--- src/rtl/interrupt_interface.sv ---
// ---------------------------------------------------------------------------
// interrupt_interface
//
// Sits between the core-local interruptor and the commit stage. It builds
// the architectural mip value from the software and timer request levels
// and from a synchronised copy of the asynchronous external request line.
// mip is masked with mie and gated by mstatus.MIE. One interrupt is chosen
// by fixed priority, MEI > MSI > MTI. The chosen interrupt is offered to
// commit with a level request / acknowledge handshake, and its cause is
// held stable until commit takes it.
//
// Parameters
//   EXT_SYNC_STAGES  flop stages on the external request line (>= 2)
//   REG_DATA_WIDTH   global define, CSR data width (default 32)
//
// Ports
//   clk                          clock
//   rst                          synchronous, active-high reset
//   all_intif_int_software_req   software interrupt level (msip[0])
//   all_intif_int_timer_req      timer interrupt level (mtime >= mtimecmp)
//   all_intif_int_ext_req        external interrupt level, asynchronous
//   csr_intif_mie_data           current mie CSR
//   csr_intif_mstatus_data       current mstatus CSR, bit 3 = MIE
//   intif_csr_mip_data           registered mip value for CSR reads
//   intif_commit_has_interrupt   interrupt request to the commit stage
//   intif_commit_mcause_data     mcause value for the requested interrupt
//   commit_intif_ack             commit has taken the interrupt this cycle
// ---------------------------------------------------------------------------
`ifndef REG_DATA_WIDTH
`define REG_DATA_WIDTH 32
`endif

module interrupt_interface #(
  parameter int EXT_SYNC_STAGES = 2
) (
  input  logic                       clk,
  input  logic                       rst,
  input  logic                       all_intif_int_software_req,
  input  logic                       all_intif_int_timer_req,
  input  logic                       all_intif_int_ext_req,
  input  logic [`REG_DATA_WIDTH-1:0] csr_intif_mie_data,
  input  logic [`REG_DATA_WIDTH-1:0] csr_intif_mstatus_data,
  output logic [`REG_DATA_WIDTH-1:0] intif_csr_mip_data,
  output logic                       intif_commit_has_interrupt,
  output logic [`REG_DATA_WIDTH-1:0] intif_commit_mcause_data,
  input  logic                       commit_intif_ack
);

  localparam int W = `REG_DATA_WIDTH;

  // Bit positions in mip / mie. They double as the mcause exception codes.
  localparam int MSI_BIT = 3;
  localparam int MTI_BIT = 7;
  localparam int MEI_BIT = 11;
  localparam int MSTATUS_MIE_BIT = 3;

  localparam logic [3:0] CODE_MSI = 4'd3;
  localparam logic [3:0] CODE_MTI = 4'd7;
  localparam logic [3:0] CODE_MEI = 4'd11;

  typedef enum logic {
    IDLE = 1'b0,
    REQ  = 1'b1
  } state_t;

  // An interrupt cause has the top bit set and the exception code in [3:0].
  // Every other bit is zero.
  function automatic logic [W-1:0] make_mcause(input logic [3:0] code);
    logic [W-1:0] value;
    value        = '0;
    value[W-1]   = 1'b1;
    value[3:0]   = code;
    return value;
  endfunction

  // -------------------------------------------------------------------------
  // External request synchroniser. Stage 0 samples the asynchronous line.
  // Only the last stage is used downstream.
  // -------------------------------------------------------------------------
  logic [EXT_SYNC_STAGES-1:0] ext_sync_q;
  logic                       ext_sync;

  always_ff @(posedge clk) begin
    if (rst) begin
      ext_sync_q <= '0;
    end else begin
      ext_sync_q <= {ext_sync_q[EXT_SYNC_STAGES-2:0], all_intif_int_ext_req};
    end
  end

  assign ext_sync = ext_sync_q[EXT_SYNC_STAGES-1];

  // -------------------------------------------------------------------------
  // mip follows the source levels with one cycle of delay. No bit is sticky,
  // so a source clears its own bit by dropping its request.
  // -------------------------------------------------------------------------
  logic [W-1:0] mip_d;
  logic [W-1:0] mip_q;

  always_comb begin
    mip_d          = '0;
    mip_d[MSI_BIT] = all_intif_int_software_req;
    mip_d[MTI_BIT] = all_intif_int_timer_req;
    mip_d[MEI_BIT] = ext_sync;
  end

  always_ff @(posedge clk) begin
    if (rst) begin
      mip_q <= '0;
    end else begin
      mip_q <= mip_d;
    end
  end

  assign intif_csr_mip_data = mip_q;

  // -------------------------------------------------------------------------
  // Masking and priority selection.
  // -------------------------------------------------------------------------
  logic       pend_msi;
  logic       pend_mti;
  logic       pend_mei;
  logic       enabled;
  logic       fire;
  logic [3:0] win_code;

  assign pend_msi = mip_q[MSI_BIT] & csr_intif_mie_data[MSI_BIT];
  assign pend_mti = mip_q[MTI_BIT] & csr_intif_mie_data[MTI_BIT];
  assign pend_mei = mip_q[MEI_BIT] & csr_intif_mie_data[MEI_BIT];
  assign enabled  = csr_intif_mstatus_data[MSTATUS_MIE_BIT];
  assign fire     = enabled & (pend_mei | pend_msi | pend_mti);

  always_comb begin
    win_code = CODE_MTI;
    if (pend_mei) begin
      win_code = CODE_MEI;
    end else if (pend_msi) begin
      win_code = CODE_MSI;
    end
  end

  // The remaining CSR bits have no meaning to this block.
  logic unused_csr_bits;
  assign unused_csr_bits = ^{csr_intif_mie_data[W-1:MEI_BIT+1],
                             csr_intif_mie_data[MEI_BIT-1:MTI_BIT+1],
                             csr_intif_mie_data[MTI_BIT-1:MSI_BIT+1],
                             csr_intif_mie_data[MSI_BIT-1:0],
                             csr_intif_mstatus_data[W-1:MSTATUS_MIE_BIT+1],
                             csr_intif_mstatus_data[MSTATUS_MIE_BIT-1:0]};

  // -------------------------------------------------------------------------
  // Request / acknowledge FSM.
  // -------------------------------------------------------------------------
  state_t       state_q;
  state_t       state_d;
  logic [3:0]   sel_q;
  logic [3:0]   sel_d;
  logic [W-1:0] mcause_q;
  logic [W-1:0] mcause_d;
  logic         has_int_q;
  logic         has_int_d;
  logic         sel_pending;

  // This asks whether the interrupt being offered is still pending. Priority
  // is not re-evaluated while a request is out, so only the latched source
  // counts.
  always_comb begin
    sel_pending = 1'b0;
    case (sel_q)
      CODE_MEI: sel_pending = pend_mei;
      CODE_MSI: sel_pending = pend_msi;
      CODE_MTI: sel_pending = pend_mti;
      default:  sel_pending = 1'b0;
    endcase
  end

  always_ff @(posedge clk) begin
    if (rst) begin
      state_q   <= IDLE;
      sel_q     <= '0;
      mcause_q  <= '0;
      has_int_q <= 1'b0;
    end else begin
      state_q   <= state_d;
      sel_q     <= sel_d;
      mcause_q  <= mcause_d;
      has_int_q <= has_int_d;
    end
  end

  // If ack and withdraw happen in the same cycle, the ack is checked first.
  // Commit has already taken the interrupt, so this counts as a normal take.
  always_comb begin
    state_d   = state_q;
    sel_d     = sel_q;
    mcause_d  = mcause_q;
    has_int_d = has_int_q;
    case (state_q)
      IDLE: begin
        if (fire) begin
          sel_d     = win_code;
          mcause_d  = make_mcause(win_code);
          has_int_d = 1'b1;
          state_d   = REQ;
        end
      end
      REQ: begin
        if (commit_intif_ack) begin
          has_int_d = 1'b0;
          state_d   = IDLE;
        end else if (!enabled || !sel_pending) begin
          has_int_d = 1'b0;
          state_d   = IDLE;
        end
      end
      default: begin
        has_int_d = 1'b0;
        state_d   = IDLE;
      end
    endcase
  end

  assign intif_commit_has_interrupt = has_int_q;
  assign intif_commit_mcause_data   = mcause_q;

endmodule

--- config.mk ---
export PLATFORM = sky130hd
export DESIGN_NAME = interrupt_interface
export DESIGN_NICKNAME = d
export VERILOG_FILES = /design/src/rtl/interrupt_interface.sv
export SDC_FILE = /design/constraint.sdc
export NUM_CORES = 1
export LEC_CHECK = 0
export BUFFER_PORTS_ARGS = -buffer_cell sky130_fd_sc_hd__buf_4
export CAP_MARGIN = 10
export CORE_MARGIN = 5
export CORE_UTILIZATION = 25
export DETAILED_ROUTE_END_ITERATION = 10
export PLACE_DENSITY_LB_ADDON = 0.15
export REMOVE_ABC_BUFFERS = 1
export SYNTH_ARGS = -nofsm -noshare
export SYNTH_HDL_FRONTEND = slang
export SYNTH_SLANG_ARGS = --single-unit
--- constraint.sdc ---
create_clock -name clk -period 0.9 [get_ports clk]
set_input_delay 0.135 -clock clk [delete_from_list [all_inputs] [get_ports clk]]
set_output_delay 0.135 -clock clk [all_outputs]
set_load 0.05 [all_outputs]
# After elaboration in Yosys (flattened, before gate mapping)
# Index checks and enable logic that the tools add are counted.
classes:
  n_addsub: 0
  mul: 0
  div_mod_pow: 0
  magnitude_cmp: 0
  eq_ne: 5
  shift: 0
  mux: 11
  bitwise: 7
  reduce_logical: 5
op_table:
  columns: ["cell", "count"]
  rows:
  - ["2-to-1 mux 1 bit", 6]
  - ["AND 1 bit", 4]
  - ["equality test 4 x 2 -> 1 bit, second input constant", 1]
  - ["equality test 4 x 3 -> 1 bit, second input constant", 1]
  - ["equality test 4 bit, second input constant", 1]
  - ["2-to-1 mux 4 bit", 1]
  - ["one-hot mux 1 bit (2 select lines)", 2]
  - ["AND reduction 2 bit", 2]
  - ["2-to-1 mux 3 bit", 1]
  - ["inequality test 3 x 2 -> 1 bit, second input constant", 1]
  - ["one-hot mux 1 bit (3 select lines)", 1]
  - ["logical NOT 1 bit", 2]
  - ["inequality test 2 bit, second input constant", 1]
  - ["OR 1 bit", 2]
  - ["logical OR 1 bit", 1]
  - ["NOT 1 bit", 1]
totals:
  regBits: 45
  latch_bits: 0
  ramBits: 0
  rom_bits: 0
  out_inout_bits: 65
  n_memories: 0

# Depth between registers and ports, before layout
# Gate-level depths: netlist of the first run.
depth:
  depth_word: 7
  depth_mapped: 3
  ltp_nobuf: 3

# Worst setup path before layout of the first run
# Ideal clock, no wire load.
synth_timing:
  path_type: "register -> register"
  from: "register mip_q[11], in the netlist intif_csr_mip_data[11]"
  to: "register has_int_q, in the netlist intif_commit_has_interrupt"
  setup_time_ps: 86
  t_arrival_ps: 1295
  required_ps: 814
  path_slack_ps: -481
  path_stages_with_launch: 4
  period_less_slack_ps: 1381
  cell_sequence: "dfxtp_1 -> a22oi_1 -> a21o_1 -> a221oi_2"
synth_via:
  elab_chain_cells: 6
synth_lines:
  columns: ["item", "line", "source"]
  rows:
  - ["start: declaration", "98", "logic [W-1:0] mip_q;"]
  - ["start signal: assignment", "111", "mip_q <= mip_d;"]
  - ["AND 1 bit *", "129", "assign pend_mei = mip_q[MEI_BIT] & csr_intif_mie_data[MEI_BIT];"]
  - ["one-hot mux 1 bit (3 select lines) / OR 1 bit (equally long branches)", "169, 131", null]
  - ["logical NOT 1 bit / OR 1 bit (equally long branches)", "211, 131", null]
  - ["logical OR 1 bit / AND 1 bit (equally long branches)", "211, 131", null]
  - ["inequality test 3 x 2 -> 1 bit (no source line) / inequality test 2 bit (equally long branches)", null, null]
  - ["AND reduction 2 bit (no source line) *", null, null]
  - ["end signal: assignment", "187", "has_int_q <= has_int_d;"]
  - ["end: declaration", "160", "logic has_int_q;"]
# Every way passes the cells marked *; elsewhere a longest branch is shown, timed or not.
# A chain may end at the register's enable or synchronous reset.

==> metrics, run 1 <==
DRT iter0 DRCs=5; Slew Limit Fails=0; clock-pin slew on the worst setup and hold paths=70 ps; final std cells w/o fill=169; Nets=194; htree depth=1; Overall Power=0.00165 W; Starting Density=25.3%; LEAKAGE=0.493 nW; Reg2Reg Setup Slack=-140 ps; HP Start=all_intif_int_ext_req; Pre-antenna DRT Iters=3; layout cells sized above 1=34.1%; RePlAce Congestion=0.714; post-route ant nets=0; Final Util=30.5%; Post-Syn Area=830 um^2; maxcap violations=0; post-synth top area share=52.5%; Worst R2R Start=intif_commit_mcause_data[3]$_SDFFE_PP0P_; CTS tree=done; die width=67.6 um; Final setup viols=13; syn avg cell area=8.55 um^2; synthesized flop and latch total=10; row count=21; pwr dens=1650 nW/um^2; Antenna Diode Count=0; Inserted Clock Buffers=3; Cell variety after synth=20; number of global-route vias before repair=434; DP Area=850 um^2; final wirelength=1500 um; status=finished, violations left; grt ovf=0; Area Overhead vs Synth=20.7%; Core ar.=3280 um^2; Min-Delay Path Depth=2; first-pass GRT wire length=1800 um; port buffer count=18; critical path endpoint category=register; Max Freq=964 MHz; startpoint types=register; Crit path largest cell delay=340 ps; post-synthesis sequential area ratio=24.1%; Arr. time, crit path=1220 ps; Mapped Cells=97; RSZ-0062 raised after global routing=yes; WHS=76.8 ps; critical path class=register to register; per-cell routed wire length=8.89 um; crit-path cells=nand4b_1 -> a31o_1 -> a221oi_2; via count=541; clk_lat worst skew=260 ps; fill count=356; FF-to-FF path depth=3; final instance area=1000 um^2; I/O Pins=135; largest cells by area after synthesis=buf_4 (52%), dfxtp_1 (24%), nor2b_1 (4.5%); gr usage total=5.50%; # clock sinks=10; clk buf depth=2; Fin. Hold Viols=0; clk_skew=0.603 ps; Worst EP required=1080 ps; DRC=0; Hold EP=ext_sync_q[0]$_SDFF_PP0_; Ys Warns=0; largest net degree at the start of global routing=11; failing checks=negative setup slack; die area=4570 um^2; Tmin final=1040 ps; CTS root buffer=clkbuf_4; initial antenna violation count=0; dpl cells=165; peak supply drop=0.000683 V; Hold Crit Class=input pin to register; Vias/cell=3.20; die height=67.6 um; Tcrit/Tclk final=115%; CP max stage cell=dfxtp_2; Post-DP HPWL=1260 um; FF-to-FF End=intif_commit_has_interrupt$_SDFFE_PP0P_; largest area contributor in the netlist=buf_4; worst setup margin=-138 ps; maximum fanout along the worst path=5
## state kept, by name, indices dropped and copies added, names as in the netlist
name,cells
intif_csr_mip_data,3
ext_sync_q,2
sel_q,2
intif_commit_has_interrupt,1
intif_commit_mcause_data,1
state_q,1
## layout by cell type (no fill, tap or decap), types with 2 or more instances in the layout
cell / Yosys / routed
inv_1: 2 / 2
clkbuf_4: 0 / 3
conb_1: 1 / 56
a22oi_2: 0 / 2
nor2b_1: 6 / 5
nand4b_1: 3 / 3
dfxtp_1: 10 / 3
buf_8: 0 / 8
buf_4: 58 / 11
a21oi_1: 3 / 3
buf_6: 0 / 7
dfxtp_2: 0 / 6
## logic make-up after synthesis
| kind of cell | after synthesis | synth area share (%) |
|---|---|---|
| buffers and inverters | 61 | 53.8 |
| DFF | 10 | 24.1 |
| other | 1 | 0.452 |
| AOI/OAI and AO/OA | 10 | 8.75 |
| and+or+nand+nor | 15 | 12.8 |
## power by group
part | internal, W | leakage [nW] | switching, W
registers | 0.000463 | 0.0852 | 0.0000154
logic | 0.000128 | 0.386 | 0.000643
clock network | 0.000246 | 0.0210 | 0.000160
## per-stage QoR
| step | setup TNS (ps) | setup slack [ps] |
|---|---|---|
| global route | -1560 | -156 |
| CTS | -1160 | -128 |
| detailed placement | -391 | -135 |
| floorplan | -4610 | -1040 |
| global placement | -379 | -138 |
| finish | -1050 | -138 |
## metal layers
| layer | track usage, % | up-vias | share of wire (%) |
|---|---|---|---|
| met2 | 8.87 | 46 | 48 |
| met4 | 5.82 | 0 | 0.80 |
| li1 | - | 252 | - |
| met5 | 0 | - | 0 |
| met3 | 1.66 | 2 | 18 |
| met1 | 5.35 | 241 | 33 |
## critical path: cells and delay by family, from the launching register on
family	cells	cell delay, ps
simple gates	1	170
flops	1	340
compound gates	2	450
## how the worst max path moves through the flow
stage / start / end / slack [ps] / cells after the start
final: intif_commit_mcause_data[3]$_SDFFE_PP0P_ / intif_commit_has_interrupt$_SDFFE_PP0P_ / -140 / 3
after detailed placement: intif_csr_mip_data[11]$_SDFF_PP0_ / intif_commit_has_interrupt$_SDFFE_PP0P_ / -140 / 3
after global placement: sel_q[2]$_SDFFE_PP0P_ / intif_commit_has_interrupt$_SDFFE_PP0P_ / -140 / 3
after global routing: sel_q[2]$_SDFFE_PP0P_ / intif_commit_has_interrupt$_SDFFE_PP0P_ / -160 / 3
after floorplan: sel_q[1]$_SDFFE_PP0P_ / intif_commit_has_interrupt$_SDFFE_PP0P_ / -1040 / 3
after CTS: sel_q[2]$_SDFFE_PP0P_ / intif_commit_has_interrupt$_SDFFE_PP0P_ / -130 / 3
## final cells by class
class	count	area, um^2	area share (%)
Multi-Input combinational cell	81	407	40.6
Clock buffer	4	36.3	3.62
Sequential cell	10	211	21.1
Inverter	2	7.51	0.750
Tap cell	46	57.6	5.75
Timing Repair Buffer	26	282	28.1
## repair_timing
action	4_1_cts	5_1_grt
pin swaps	6	4
hold buffers	0	0
setup buffers	0	0
gates resized for setup	31	5
endpoints found under the setup margin	14	14
## Yosys cell counts (all sizes together)
master	instances
nand4b	3
a21o	1
nor2	1
nand2	1
a221oi	1
inv	2
nand3	1
a22oi	2
a31o	1
buf	58
a21oi	3
o21ai	1
nor3	1
a31oi	1
nand2b	1
nor2b	6
dfxtp	10
nand4bb	1
clkbuf	1
conb	1
No activity file was read; power rests on OpenSTA's default activity.
==> run 2: changes to the inputs <==
--- a/config.mk
+++ b/config.mk
@@ -10,7 +10,7 @@
 export CORE_MARGIN = 5
 export CORE_UTILIZATION = 25
 export DETAILED_ROUTE_END_ITERATION = 10
-export PLACE_DENSITY_LB_ADDON = 0.15
+export PLACE_DENSITY = 0.81
 export REMOVE_ABC_BUFFERS = 1
 export SYNTH_ARGS = -nofsm -noshare
 export SYNTH_HDL_FRONTEND = slang
==> metrics, run 2 (synthesis results as in run 1) <==
WHS=93.7 ps; largest net degree at the start of global routing=11; maxcap violations=0; critical path endpoint category=register; grt ovf=0; worst setup margin=-155 ps; number of global-route vias before repair=482; Slew Limit Fails=0; peak supply drop=0.000304 V; RePlAce Congestion=0.763; clk buf depth=2; DRC=0; die area=4570 um^2; final wirelength=1570 um; Inserted Clock Buffers=3; total negative slack=-966 ps; Reg2Reg Setup Slack=-150 ps; commonest non-fill, non-tap cell in the layout=conb_1; Vias/cell=3.18; critical path class=register to register; maximum fanout along the worst path=4; clock-pin slew on the worst setup and hold paths=60 ps; Final setup viols=12; per-cell routed wire length=9.10 um; Starting Density=25.3%; Arr. time, crit path=1230 ps; LEAKAGE=0.504 nW; Fin. Hold Viols=0; die height=67.6 um; Hold Crit Class=input pin to register; die width=67.6 um; max reg flops=3; gr usage total=6.15%; RSZ-0062 raised after global routing=yes; DRT iter0 DRCs=16; status=finished, violations left; port buffer count=18; Post-DP HPWL=1210 um; layout cells sized above 1=35.7%; row count=21; CTS tree=done; Worst EP required=1070 ps; # clock sinks=10; Area Overhead vs Synth=23.4%; commonest cells after routing, fill and taps aside=conb_1 (56), buf_4 (13), buf_6 (8), buf_8 (8); CTS root buffer=clkbuf_4; htree depth=1; failing checks=negative setup slack; via count=547; Pre-antenna DRT Iters=3; Final Util=31.2%; startpoint types=register; Antenna Diode Count=0; Tcrit/Tclk final=117%; I/O Pins=135; Core ar.=3280 um^2; clk_skew=0.877 ps; Nets=197; Max Freq=948 MHz; Tmin final=1050 ps; first-pass GRT wire length=2020 um; post-route ant nets=0; fill count=348; pwr dens=1600 nW/um^2; clk_lat worst skew=250 ps; initial antenna violation count=0
[run 2: critical path: stages (launching register included)]
cell and delay [ps]:
dfxtp_2 340, nand4b_1 180, a31o_1 250, a221oi_2 210
[run 2: metrics by stage]
| step | total power (W) | cell area (um^2) | instances | setup slack (ps) |
|---|---|---|---|---|
| detailed placement | 0.00120 | 850 | 165 | -133 |
| finish | 0.00164 | 1020 | 172 | -155 |
| global route | 0.00173 | 1020 | 172 | -193 |
| CTS | 0.00165 | 983 | 169 | -156 |
| floorplan | 0.00109 | 597 | 93 | -1040 |
| global placement | 0.00119 | 850 | 165 | -111 |
[run 2: layout make-up]
type	count	area, um^2	share of cell area, %
multi-input cells	81	403	39.4
flip-flops and latches	10	211	20.7
repair buffers	29	308	30.1
well taps	46	57.6	5.62
inverters	2	7.51	0.733
clock buffers	4	36.3	3.55
[run 2: metal layers]
metal  share of wire, %  vias to the layer above  global-route usage, %
met2                 49                       49                   9.72
li1                   -                      259                      -
met4                3.3                        0                   7.59
met1                 29                      235                   5.43
met3                 18                        4                   2.33
met5                  0                        -                      0
[run 2: path summary, 6_finish.rpt]
| path | start | end | cells after the start |
|---|---|---|---|
| worst max-delay path | intif_commit_mcause_data[3]$_SDFFE_PP0P_ | intif_commit_has_interrupt$_SDFFE_PP0P_ | 3 |
| worst min-delay path | all_intif_int_ext_req | ext_sync_q[0]$_SDFF_PP0_ | 2 |
| worst max register to register | intif_commit_mcause_data[3]$_SDFFE_PP0P_ | intif_commit_has_interrupt$_SDFFE_PP0P_ | 3 |
| worst min register to register | ext_sync_q[1]$_SDFF_PP0_ | intif_csr_mip_data[11]$_SDFF_PP0_ | 1 |
[run 2: timing repair]
| action | in CTS | in global routing |
|---|---|---|
| gates resized for setup | 31 | 5 |
| hold buffers | 0 | 0 |
| pin swaps | 5 | 4 |
| buffers inserted | 0 | 3 |
| setup endpoints to repair | 13 | 13 |
[run 2: where the power goes]
part | switching, W | internal, W
clock | 0.000141 | 0.000245
combinational | 0.000644 | 0.000130
sequential | 0.0000156 | 0.000463
